--- src/rtl/rf_write_arbiter.sv ---
`default_nettype none
// ============================================================================
// Module      : rf_write_arbiter
// Description : Round-robin arbiter for the register-file write port, with a
//               registered output stage and an optional post-reset clear.
// Revision    : 1.0 - initial release
// ============================================================================
module rf_write_arbiter #(
    parameter int NREQ       = 2,
    parameter int INIT_CLEAR = 1,
    parameter int ZERO_RO    = 1
) (
    input  logic                 clk,
    input  logic                 rst_n,
    input  logic                 hold,
    input  logic [NREQ-1:0]      req_valid,
    input  logic [5*NREQ-1:0]    req_addr,
    input  logic [32*NREQ-1:0]   req_data,
    output logic [NREQ-1:0]      req_ready,
    output logic                 wr_en,
    output logic [4:0]           wr_addr,
    output logic [31:0]          wr_data,
    output logic [31:0]          pend_mask,
    output logic                 init_done
);

    localparam int c_PTR_W = (NREQ > 1) ? $clog2(NREQ) : 1;

    localparam int                c_STATE_W = 1;
    localparam logic [c_STATE_W-1:0] c_INIT = 1'b0;
    localparam logic [c_STATE_W-1:0] c_RUN  = 1'b1;
    localparam logic [c_STATE_W-1:0] c_RESET_STATE = (INIT_CLEAR != 0) ? c_INIT : c_RUN;

    logic [c_STATE_W-1:0] r_state;
    logic [c_STATE_W-1:0] w_nextState;
    logic [c_PTR_W-1:0]   r_rrPtr;
    logic [4:0]           r_initCnt;
    logic                 w_inRun;

    logic [4:0]           w_addrArr [NREQ];
    logic [31:0]          w_dataArr [NREQ];

    logic [NREQ-1:0]      w_grant;
    logic [c_PTR_W-1:0]   w_grantIdx;
    logic [c_PTR_W-1:0]   w_nextPtr;
    logic                 w_xfer;
    logic [4:0]           w_grantAddr;
    logic [31:0]          w_grantData;

    genvar gi;
    generate
        for (gi = 0; gi < NREQ; gi++) begin : g_unpack
            assign w_addrArr[gi] = req_addr[5*gi +: 5];
            assign w_dataArr[gi] = req_data[32*gi +: 32];
        end
    endgenerate

    // Index k positions after base, wrapped into 0..NREQ-1.
    function automatic logic [c_PTR_W-1:0] rotIdx(input logic [c_PTR_W-1:0] base, input int k);
        int s;
        s = 32'(base) + k;
        if (s >= NREQ) s = s - NREQ;
        return s[c_PTR_W-1:0];
    endfunction

    // State register
    always_ff @(posedge clk or negedge rst_n) begin
        if (!rst_n) r_state <= c_RESET_STATE;
        else        r_state <= w_nextState;
    end

    // Next-state logic: INIT leaves once address 31 has been issued
    always_comb begin
        w_nextState = r_state;
        if (r_state == c_INIT && r_initCnt == 5'd31) w_nextState = c_RUN;
    end

    // Output decode
    always_comb begin
        w_inRun   = (r_state == c_RUN);
        init_done = w_inRun;
    end

    always_comb begin
        w_grant     = '0;
        w_grantIdx  = '0;
        w_grantAddr = '0;
        w_grantData = '0;
        w_xfer      = 1'b0;
        if (w_inRun && !hold) begin
            for (int k = 0; k < NREQ; k++) begin
                if (!w_xfer && req_valid[rotIdx(r_rrPtr, k)]) begin
                    w_xfer      = 1'b1;
                    w_grantIdx  = rotIdx(r_rrPtr, k);
                end
            end
        end
        if (w_xfer) begin
            w_grant[w_grantIdx] = 1'b1;
            w_grantAddr         = w_addrArr[w_grantIdx];
            w_grantData         = w_dataArr[w_grantIdx];
        end
    end

    assign req_ready = w_grant;
    assign w_nextPtr = (w_grantIdx == c_PTR_W'(NREQ - 1)) ? '0 : w_grantIdx + 1'b1;

    always_ff @(posedge clk or negedge rst_n) begin
        if (!rst_n) begin
            wr_en     <= 1'b0;
            wr_addr   <= '0;
            wr_data   <= '0;
            r_initCnt <= 5'd1;
            r_rrPtr   <= '0;
        end else if (r_state == c_INIT) begin
            wr_en     <= 1'b1;
            wr_addr   <= r_initCnt;
            wr_data   <= '0;
            r_initCnt <= r_initCnt + 5'd1;
        end else if (w_xfer) begin
            // Register 0 writes are consumed but never presented to the file
            wr_en   <= !((ZERO_RO != 0) && (w_grantAddr == 5'd0));
            wr_addr <= w_grantAddr;
            wr_data <= w_grantData;
            r_rrPtr <= w_nextPtr;
        end else begin
            wr_en <= 1'b0;
        end
    end

    always_comb begin
        pend_mask = '0;
        if (wr_en) pend_mask[wr_addr] = 1'b1;
    end

endmodule
`default_nettype wire

--- config.mk ---
export PLATFORM = sky130hd
export DESIGN_NAME = rf_write_arbiter
export DESIGN_NICKNAME = d
export VERILOG_FILES = /design/src/rtl/rf_write_arbiter.sv
export SDC_FILE = /design/constraint.sdc
export NUM_CORES = 1
export LEC_CHECK = 0
export CORE_ASPECT_RATIO = 0.7
export CORE_MARGIN = 3
export CORE_UTILIZATION = 45
export DETAILED_ROUTE_END_ITERATION = 12
export DONT_BUFFER_PORTS = 1
export PLACE_DENSITY = 0.74
export SYNTH_ARGS = -nofsm -noshare
export SYNTH_HDL_FRONTEND = slang
export SYNTH_SLANG_ARGS = --single-unit
--- constraint.sdc ---
create_clock -name clk -period 1.46 [get_ports clk]
set_input_delay 0.073 -clock clk [delete_from_list [all_inputs] [get_ports clk]]
set_output_delay 0.073 -clock clk [all_outputs]
set_load 0.03 [all_outputs]
**Yosys cells after proc, flatten, opt, wreduce, memory -nomap -nowiden**

Cells that the tools add are included.

- Logic and storage cells: 69
- Bits in registers: 45
- Output and inout port bits: 73
- Input bits: 79

- Order comparisons: 9
- Equality and inequality tests: 2
- Bitwise logic cells: 2
- Add/subtract/negate cells: 5
- Reductions and logical operators: 10
- Muxes and demuxes: 35

Operator list:

| kind | number |
|---|---|
| 32-bit 2-to-1 mux | 6 |
| 5-bit 2-to-1 mux | 6 |
| 1-bit 2-to-1 mux | 20 |
| 1-bit by 2-bit < comparator with 1-bit output (second input constant) | 3 |
| 5-bit by 6-bit < comparator with 1-bit output (second input constant) | 1 |
| 5-bit by 1-bit adder with 5-bit output (second input constant) | 1 |
| 1-bit demux with 5-bit select | 1 |
| 5-bit equality test (second input constant) | 1 |
| 5-bit by 1-bit >= comparator with 1-bit output (second input constant) | 1 |
| 1-bit logical AND | 5 |
| 5-bit logical NOT | 1 |
| 2-bit >= comparator (second input constant) | 2 |
| 1-bit logical NOT | 3 |
| 1-bit by 1-bit adder with 2-bit output (second input constant) | 1 |
| 1-bit by 2-bit >= comparator with 1-bit output (second input constant) | 1 |
| 2-bit 2-to-1 mux | 1 |
| 2-bit by 1-bit inequality test with 1-bit output (second input constant) | 1 |
| 1-bit inverter with 2-bit output | 1 |
| 2-bit AND reduction | 1 |
| 1-bit subtractor (second input constant) | 2 |
| 1-bit adder (second input constant) | 1 |
| 1-bit demux with 1-bit select | 1 |
| 1-bit >= comparator (second input constant) | 1 |
| 1-bit inverter | 1 |

**Longest topological paths before layout**

Gate-level depths: netlist of the first run.

- Depth in word-level cells: 20
- Mapped depth: 6
- Mapped depth without buffers: 4

**Least setup slack after synthesis of the first run**

No wires, ideal clock.

- Kind: register to output
- Start: reg wr_addr[1]
- End: out pend_mask[0]
- Stages on the path, launching flop included: 4
- Data arrival time: 1.606 ns
- Slack: -0.219 ns
- Data required time: 1.387 ns
- Path through: dfrtp_1 or3b_2 clkbuf_1 nor2_1

- Longest elaborated chain between the ends: 5

Ends and longest elaborated chain:

| item | line | source |
|---|---|---|
| start, declared | 21 | `output logic [4:0] wr_addr,` |
| start signal, assigned | 117 | `wr_addr <= r_initCnt;` |
| start signal, assigned | 123 | `wr_addr <= w_grantAddr;` |
| 5-bit by 6-bit < comparator with 1-bit output (not written as such) or 5-bit by 1-bit >= comparator with 1-bit output (tied branches) | 133 | `if (wr_en) pend_mask[wr_addr] = 1'b1;` |
| 1-bit logical AND (not written as such) | 133 |  |
| 1-bit 2-to-1 mux (not written as such) | 133 |  |
| 1-bit demux with 5-bit select (*) | 133 |  |
| 32-bit 2-to-1 mux (*) | 133 |  |
| end, declared | 23 | `output logic [31:0] pend_mask,` |

Every way passes the cells marked *; elsewhere a longest branch is shown, timed or not.

**Worst setup path in the final report of the first run**

- Start: reg wr_addr[1]
- End: out pend_mask[13]

Same word-level chain as after synthesis.

==> impl_summary.log, run 1 <==
[metrics] transition time of the tightest slew-check pin: 0.357 ns
[metrics] worst flop-to-flop path startpoint: r_initCnt[0]
[metrics] most common library cell in the layout ignoring fill and taps: sky130_fd_sc_hd__dlygate4sd3_1
[metrics] count of unique library cells instantiated by Yosys: 28
[metrics] critical path class: reg -> out
[metrics] largest clock skew in the final design: around 0.0053 ns
[metrics] internal power summed over all cells: 0.00249 W
[metrics] arrival time worst endpoint: 1.53 ns
[metrics] number of nets with antenna violations after detailed routing: 0
[metrics] Fin. Hold Viols: 0
[metrics] Setup crit end: pend_mask[13]
[metrics] smallest setup slack after layout: -0.144 ns
[metrics] CP dominant cell by count: sky130_fd_sc_hd__buf_6
[metrics] number of synthesized register bits: 45
[metrics] standby leakage power: 1.66 nW
[metrics] Max rail drop VDD: 888 uV
[metrics] total of endpoints with negative setup slack in the final report: 30
[metrics] die footprint: 0.00579 mm^2
[metrics] wire length of the first global-routing pass: around 12000 um
[metrics] worst reg2reg path depth: 4
[metrics] Horiz. Die Dim: 89.6 um
[metrics] port buffer count: 0
[metrics] clock power share: 0.242
[metrics] Tightest Hold Check Type: in -> reg
[metrics] busiest metal layer after global routing: met2
[metrics] fill cell count: 227
[metrics] Top Ports: approximately 150
[metrics] area of the core: 0.00453 mm^2
[metrics] Max-cap violations: 0
[metrics] Initial Utilization: 0.486
[metrics] portion of the post-synthesis area used by sequential elements: 0.512
[metrics] count of vias placed by the detailed router: 2375
[metrics] grt total ovfl: 0
[metrics] sequential fraction of design power: 0.468
[metrics] slowest stage delay, CP: 0.42 ns
[metrics] relative contribution of combinational cells to total power: 0.289
[metrics] Worst EP required: 1.39 ns
[metrics] DRT iter0 DRCs: 194
[metrics] placer's final routability congestion estimate: 0.807
[metrics] number of antenna diodes: 0
[metrics] GR Util met2: 0.493
[metrics] headroom to the max-slew limit: 0.762
[metrics] Area Overhead vs Synth: 74.4%
[metrics] vertical extent of the die: 64.5 um
[metrics] result of the run: complete, but fails checks
[metrics] row cnt: 20
[metrics] worst reg2reg path endpoint: r_initCnt[4]
[metrics] Slowest cell on crit path: sky130_fd_sc_hd__dfrtp_2
[metrics] vias in the first global route: roughly 2400
[metrics] routed length per instance: 19.6 um
[metrics] ratio of cells with drive above 1 in the final layout: 0.294
[metrics] Tcrit/Tclk final: 1.10
[metrics] fraction of power spent switching nets: 0.376
[metrics] via-per-instance ratio: 5.52
[metrics] count of buffer and inverter cells on the critical path: 3
[metrics] minimum period implied by the final worst setup slack: between 1.5 and 2 ns
[metrics] clock-pin slew on the worst setup and hold paths: 0.08 ns
[metrics] Detail Placement HPWL: between 4000 and 5000 um
[metrics] remaining design rule violation count: 0
[metrics] Net Count, Synth: 329
[metrics] RSZ-0062 raised after global routing: true
[metrics] total power divided by cell area: 1040 mW/mm^2
[metrics] CTS sink cnt: 45
[metrics] reg-to-reg setup timing slack: 0.03 ns
[metrics] mean instance size in the synthesized netlist: 8.88 um^2
[metrics] violations in the final reports: negative setup slack
[metrics] Top Family by Delay on Critical Path: buffers and inverters
[metrics] level count of the clock H-tree: 2
[metrics] commonest cells after routing, fill and taps aside: sky130_fd_sc_hd__dlygate4sd3_1, sky130_fd_sc_hd__nand2_1, sky130_fd_sc_hd__a22oi_1, sky130_fd_sc_hd__dfrtp_1, sky130_fd_sc_hd__buf_4
[metrics] Layout Nets: 444
[metrics] met1 Resource Use GR: 0.337
[metrics] Max Fclk: 0.623 GHz
[metrics] critical path depth: 5
[metrics] clock buffer count from CTS: 5
[metrics] total wire length: approximately 8400 um
[metrics] CTS max path bufs: 2
[metrics] number of antenna violations at the first check in global routing: 0
[metrics] Critical path origin: wr_addr[1]
[metrics] CP startpoint kind: flop
[metrics] nature of the critical path endpoint: output pin
[metrics] largest net degree at the start of global routing: 46
[metrics] met3 usage: 0.0686
[metrics] final number of max-transition violations: 0
[metrics] all-layer global routing usage: 0.277
[metrics] Final Util: 0.849
[metrics] Design Power: 0.00399 W
[metrics] Mapped Cells: 248
[metrics] CTS Root Cell: sky130_fd_sc_hd__clkbuf_8
[metrics] area of the mapped netlist: 0.00220 mm^2
[metrics] Net Sw Power: 0.00150 W
[metrics] cell-by-cell trace of the critical path: buf_6 > nand3b_1 > buf_6 > nor2_2 > buf_4
[metrics] Crit Path Max Fanout: 8
[metrics] TritonCTS clock tree: done
[metrics] Yosys Warn Count: 0
[metrics] Clk Latency, worst-skew pair: ~0.29 ns
[metrics] number of iterations in the first detailed-routing pass: 4
-- metal layers --
layer / wire length [um] / share of wire / vias to the layer above
li1: - / - / 1077
met1: 3240 / 0.38 / 1155
met2: 4380 / 0.52 / 129
met3: 701 / 0.083 / 14
met4: 118 / 0.014 / 0
met5: 0 / 0 / -
-- registers in the layout, indices dropped and copies added (netlist names) --
register	count
wr_data	32
r_initCnt	5
wr_addr	5
init_done	1
r_rrPtr	1
wr_en	1
-- worst reg2reg max path, cell delays in order, from the launching register on --
cell                      delay, ns
sky130_fd_sc_hd__dfstp_2       0.56
sky130_fd_sc_hd__ha_4          0.13
sky130_fd_sc_hd__and3_4        0.17
sky130_fd_sc_hd__ha_1          0.21
sky130_fd_sc_hd__mux2_2        0.25
-- through the flow --
| step | setup TNS [ns] | hold WS, ns | setup WS (ns) | area, um^2 | instances |
|---|---|---|---|---|---|
| floorplan | -0.785 | -0.223 | -0.0683 | 2360 | 248 |
| global placement | 0 | -0.221 | 0.0576 | 2660 | 332 |
| detailed placement | 0 | -0.222 | 0.0179 | 2660 | 332 |
| CTS | -2.17 | 0.00323 | -0.129 | 3700 | 422 |
| global route | -4.31 | 0.0427 | -0.191 | 3840 | 430 |
| finish | -2.69 | 0.0396 | -0.144 | 3840 | 430 |
-- area by class of cell --
class / count / area, um^2 / share of cell area
sequential: 45 / 1130 / 0.295
multi-input combinational: 185 / 1240 / 0.324
tap: 66 / 82.6 / 0.0215
inverter: 1 / 3.75 / 0.000977
clock buffer: 6 / 82.6 / 0.0215
clock inverter: 2 / 37.5 / 0.00977
timing repair buffer: 125 / 1260 / 0.327
-- power groups by stage --
stage / combinational, W / sequential, W / clock, W
after floorplan: 0.000531 / 0.00189 / 0
after global placement: 0.000716 / 0.00188 / 0
after detailed placement: 0.000735 / 0.00189 / 0
after CTS: 0.00102 / 0.00186 / 0.000982
after global routing: 0.00124 / 0.00189 / 0.00104
final: 0.00115 / 0.00187 / 0.000967
-- Yosys cell counts, drive strengths merged --
cell type,count,area share
xnor2,3,0.012
or3b,3,0.012
o21ai,2,0.0045
clkbuf,4,0.0068
ha,2,0.011
inv,1,0.0017
nand3,3,0.0068
or4,1,0.0034
nand4,1,0.0028
mux2,2,0.010
buf,13,0.034
nand2b,1,0.0028
dfrtp,44,0.50
and3,1,0.0028
or2,2,0.0057
a21oi,7,0.019
or3,1,0.0028
nand2,71,0.12
nor2,34,0.058
nor2b,5,0.014
nand3b,7,0.024
dfstp,1,0.012
a22oi,38,0.13
o21a,1,0.0034
-- how the worst min path moves through the flow --
| stage | cells past startpoint | end | from |
|---|---|---|---|
| after floorplan | 0 | init_done | rst_n |
| after global placement | 0 | wr_data[4] | rst_n |
| after detailed placement | 0 | wr_data[4] | rst_n |
| after CTS | 2 | wr_en | req_addr[7] |
| after global routing | 2 | wr_en | req_addr[7] |
| final | 2 | r_rrPtr | req_valid[0] |
-- logic make-up (layout without fill, tap and decap cells) --
group	Yosys count	after routing	synth area share
buf+inv	18	134	0.0420
flops	45	45	0.512
compound gates	48	48	0.157
mux	2	2	0.0102
simple gates	130	130	0.256
xor+xnor	3	3	0.0119
fa+ha+maj	2	2	0.0114
-- what timing repair did --
action | CTS | global route
gates resized for setup | 28 | 23
endpoints found under the hold margin | 83 | 0
pin swaps | 18 | 9
setup buffers | 6 | 8
hold buffers | 76 | 0
endpoints found under the setup margin | 33 | 34
No activity file was read; power rests on OpenSTA's default activity.
==> run 2: changes to the inputs <==
PLACE_DENSITY = 0.72   (was 0.74)
clock period = 1.55 ns   (was 1.46 ns; I/O delays follow)
==> run 2 against run 1 <==
Against the previous run:
- the run still ends with negative setup slack left
- sequential share of layout area down 0.20 points
- clock power down 12%
- highest routed layer unchanged
- utilization up 0.30 points
- sequential cell count unchanged
- critical endpoint is now pend_mask[22]
- hold slack worse by 0.022 ns
- register-to-register slack better by 0.03 ns
- clock skew about the same
- final cell count up 0.47%
- combinational power down 6%
- largest power group unchanged
- wire length up 10%
==> impl_summary.log, run 2 (same netlist as run 1, synthesis figures left out) <==
[metrics] Horiz. Die Dim: 89.6 um (unchanged)
[metrics] Non-Filler Cell Area, Final: 0.00386 mm^2 (+0.36%)
[metrics] standby leakage power: 1.69 nW (+2.1%)
[metrics] TritonCTS clock tree: done
[metrics] via-per-instance ratio: 5.67 (+2.6%)
[metrics] clock buffer count from CTS: 5 (unchanged)
[metrics] placed instance count: 335 (+0.90%)
[metrics] Area Overhead vs Synth: 75.1%
[metrics] Max rail drop VDD: 710 uV (-20%)
[metrics] port buffer count: 0 (unchanged)
[metrics] largest registers: wr_data x32, r_initCnt x5, wr_addr x5
[metrics] number of antenna diodes: 0 (unchanged)
[metrics] fill cell count: 235 (+3.5%)
[metrics] WHS: 0.0174 ns (-0.0222 ns)
[metrics] number of antenna violations at the first check in global routing: 0 (unchanged)
[metrics] headroom to the max-slew limit: 0.754 (-0.00784)
[metrics] all-layer global routing usage: 0.292 (+0.0149)
[metrics] placer's final routability congestion estimate: 0.829 (+2.7%)
[metrics] Top Ports: 152 (unchanged)
[metrics] cell-by-cell trace of the critical path: buf_6 > nand3b_1 > nor2_2 > buf_6
[metrics] total wire length: 9300 um (+10%)
[metrics] die footprint: 0.00579 mm^2 (unchanged)
[metrics] Fin. Hold Viols: 0 (unchanged)
[metrics] number of iterations in the first detailed-routing pass: 6 (+2)
[metrics] slowest stage delay, CP: 0.46 ns (+0.04 ns)
[metrics] Crit Path Max Fanout: 5 (-3)
[metrics] clock-pin slew on the worst setup and hold paths: 0.08 ns (about the same)
[metrics] row cnt: 20 (unchanged)
[metrics] Worst Min Path Start: req_addr[9]
[metrics] CP dominant cell by count: sky130_fd_sc_hd__buf_6
[metrics] number of nets with antenna violations after detailed routing: 0 (unchanged)
[metrics] Initial Utilization: 0.486 (unchanged)
[metrics] worst flop-to-flop path startpoint: r_initCnt[0]
[metrics] CTS sink cnt: 45 (unchanged)
[metrics] final number of max-transition violations: 0 (unchanged)
[metrics] nature of the critical path endpoint: output pin
[metrics] dpl cell area: 0.00261 mm^2 (-1.9%)
[metrics] largest net degree at the start of global routing: 46 (unchanged)
[metrics] Tightest Hold Check Type: in -> reg
[metrics] CTS max path bufs: 2 (unchanged)
[metrics] Clk Latency, worst-skew pair: 0.29 ns (about the same)
[metrics] max FFs per register: 32 (unchanged)
[metrics] level count of the clock H-tree: 2 (unchanged)
[metrics] Slowest cell on crit path: sky130_fd_sc_hd__dfrtp_2
[metrics] CTS Root Cell: sky130_fd_sc_hd__clkbuf_8
[metrics] routed length per instance: 21.5 um (+9.8%)
[metrics] count of vias placed by the detailed router: 2448 (+3.1%)
[metrics] smallest setup slack after layout: -0.122 ns (+0.0221 ns)
[metrics] area of the core: 0.00453 mm^2 (unchanged)
[metrics] largest clock skew in the final design: 0.00554 ns (+0.000214 ns)
[metrics] violations in the final reports: negative setup slack
[metrics] critical path class: reg -> out
[metrics] ratio of cells with drive above 1 in the final layout: 0.284 (-0.00980)
[metrics] DRT iter0 DRCs: 227 (+17%)
[metrics] final sum of negative setup slack: -0.561 ns (+2.13 ns)
[metrics] Max Fclk: 0.598 GHz
[metrics] Tcrit/Tclk final: 1.08
[metrics] minimum period implied by the final worst setup slack: 1.67 ns
[metrics] register with the most flip-flops: wr_data
[metrics] Critical path origin: wr_addr[3]
[metrics] commonest cells after routing, fill and taps aside: sky130_fd_sc_hd__dlygate4sd3_1, sky130_fd_sc_hd__nand2_1, sky130_fd_sc_hd__dfrtp_1
[metrics] Max-cap violations: 0 (unchanged)
[metrics] result of the run: complete, but fails checks
[metrics] Final Util: 0.852 (+0.00304)
[metrics] transition time of the tightest slew-check pin: 0.369 ns (+0.0118 ns)
[metrics] count of buffer and inverter cells on the critical path: 2 (-1)
[metrics] RSZ-0062 raised after global routing: true
[metrics] Detail Placement HPWL: 4490 um (-2.0%)
[metrics] Layout Nets: 447 (+0.68%)
[metrics] Top Family by Delay on Critical Path: simple AND/OR/NAND/NOR gates
[metrics] total power divided by cell area: 958 mW/mm^2 (-7.7%)
[metrics] remaining design rule violation count: 0 (unchanged)
[metrics] CP startpoint kind: flop
[metrics] wire length of the first global-routing pass: 12900 um (+5.4%)
[metrics] grt total ovfl: 0 (unchanged)
[metrics] vias in the first global route: 2486 (+5.2%)
[metrics] Worst EP required: 1.47 ns (+0.08 ns)
[metrics] total of endpoints with negative setup slack in the final report: 15 (-50%)
[metrics] most common library cell in the layout ignoring fill and taps: sky130_fd_sc_hd__dlygate4sd3_1
[metrics] vertical extent of the die: 64.5 um (unchanged)
[metrics] arrival time worst endpoint: 1.59 ns (+0.06 ns)
[metrics] final cell count without fillers: 432 (+0.47%)
-- run 2: layout make-up --
class	instances	area, um^2	area share
clock buffers	5	68.8	0.0178
clock inverters	2	35.0	0.00908
inverters	1	3.75	0.000973
multi-input cells	185	1220	0.316
flip-flops and latches	45	1130	0.293
well taps	66	82.6	0.0214
repair buffers	128	1320	0.342
-- run 2: what timing repair did --
item,4_1_cts,5_1_grt
hold buffers,76,0
endpoints found under the setup margin,33,30
resized for setup,14,52
pin swaps,6,21
cloned,0,1
setup buffers,6,7
hold endpoints to repair,82,0
-- run 2: path summary, 6_finish.rpt --
| kind | end | slack, ns | cells after the start |
|---|---|---|---|
| worst max-delay path | pend_mask[22] | -0.12 | 4 |
| worst min-delay path | wr_en | 0.02 | 2 |
| worst max register to register | r_initCnt[4] | 0.06 | 4 |
| worst min register to register | r_initCnt[2] | 0.53 | 1 |
| max in group asynchronous | r_initCnt[0] | 0.98 | 2 |
| min in group asynchronous | wr_data[3] | 0.30 | 2 |
-- run 2: metrics by stage --
stage	worst slack, ns	total power, W
detailed placement	0.0436	0.00242
CTS	-0.0129	0.00350
finish	-0.122	0.00369
floorplan	-0.124	0.00222
global route	-0.197	0.00385
global placement	0.117	0.00239
-- run 2: routing by layer --
layer,up-vias,global-route usage,wire (um)
met3,15,0.0915,918
met2,159,0.514,4880
met4,0,0.0911,154
met1,1196,0.334,3350
li1,1078,-,-
met5,-,0,0
-- run 2: worst reg2reg max path, cell delays in order (launching register included) --
cell and delay (ns):
sky130_fd_sc_hd__dfstp_2 0.55, sky130_fd_sc_hd__ha_1 0.17, sky130_fd_sc_hd__and3_1 0.18, sky130_fd_sc_hd__ha_1 0.23, sky130_fd_sc_hd__mux2_2 0.26
-- run 2: power breakdown --
| part | internal (W) | switching [W] | leakage, nW |
|---|---|---|---|
| clock | 0.000469 | 0.000378 | 0.0540 |
| combinational | 0.000469 | 0.000612 | 1.09 |
| sequential | 0.00133 | 0.000432 | 0.551 |
| total | 0.00227 | 0.00142 | 1.69 |
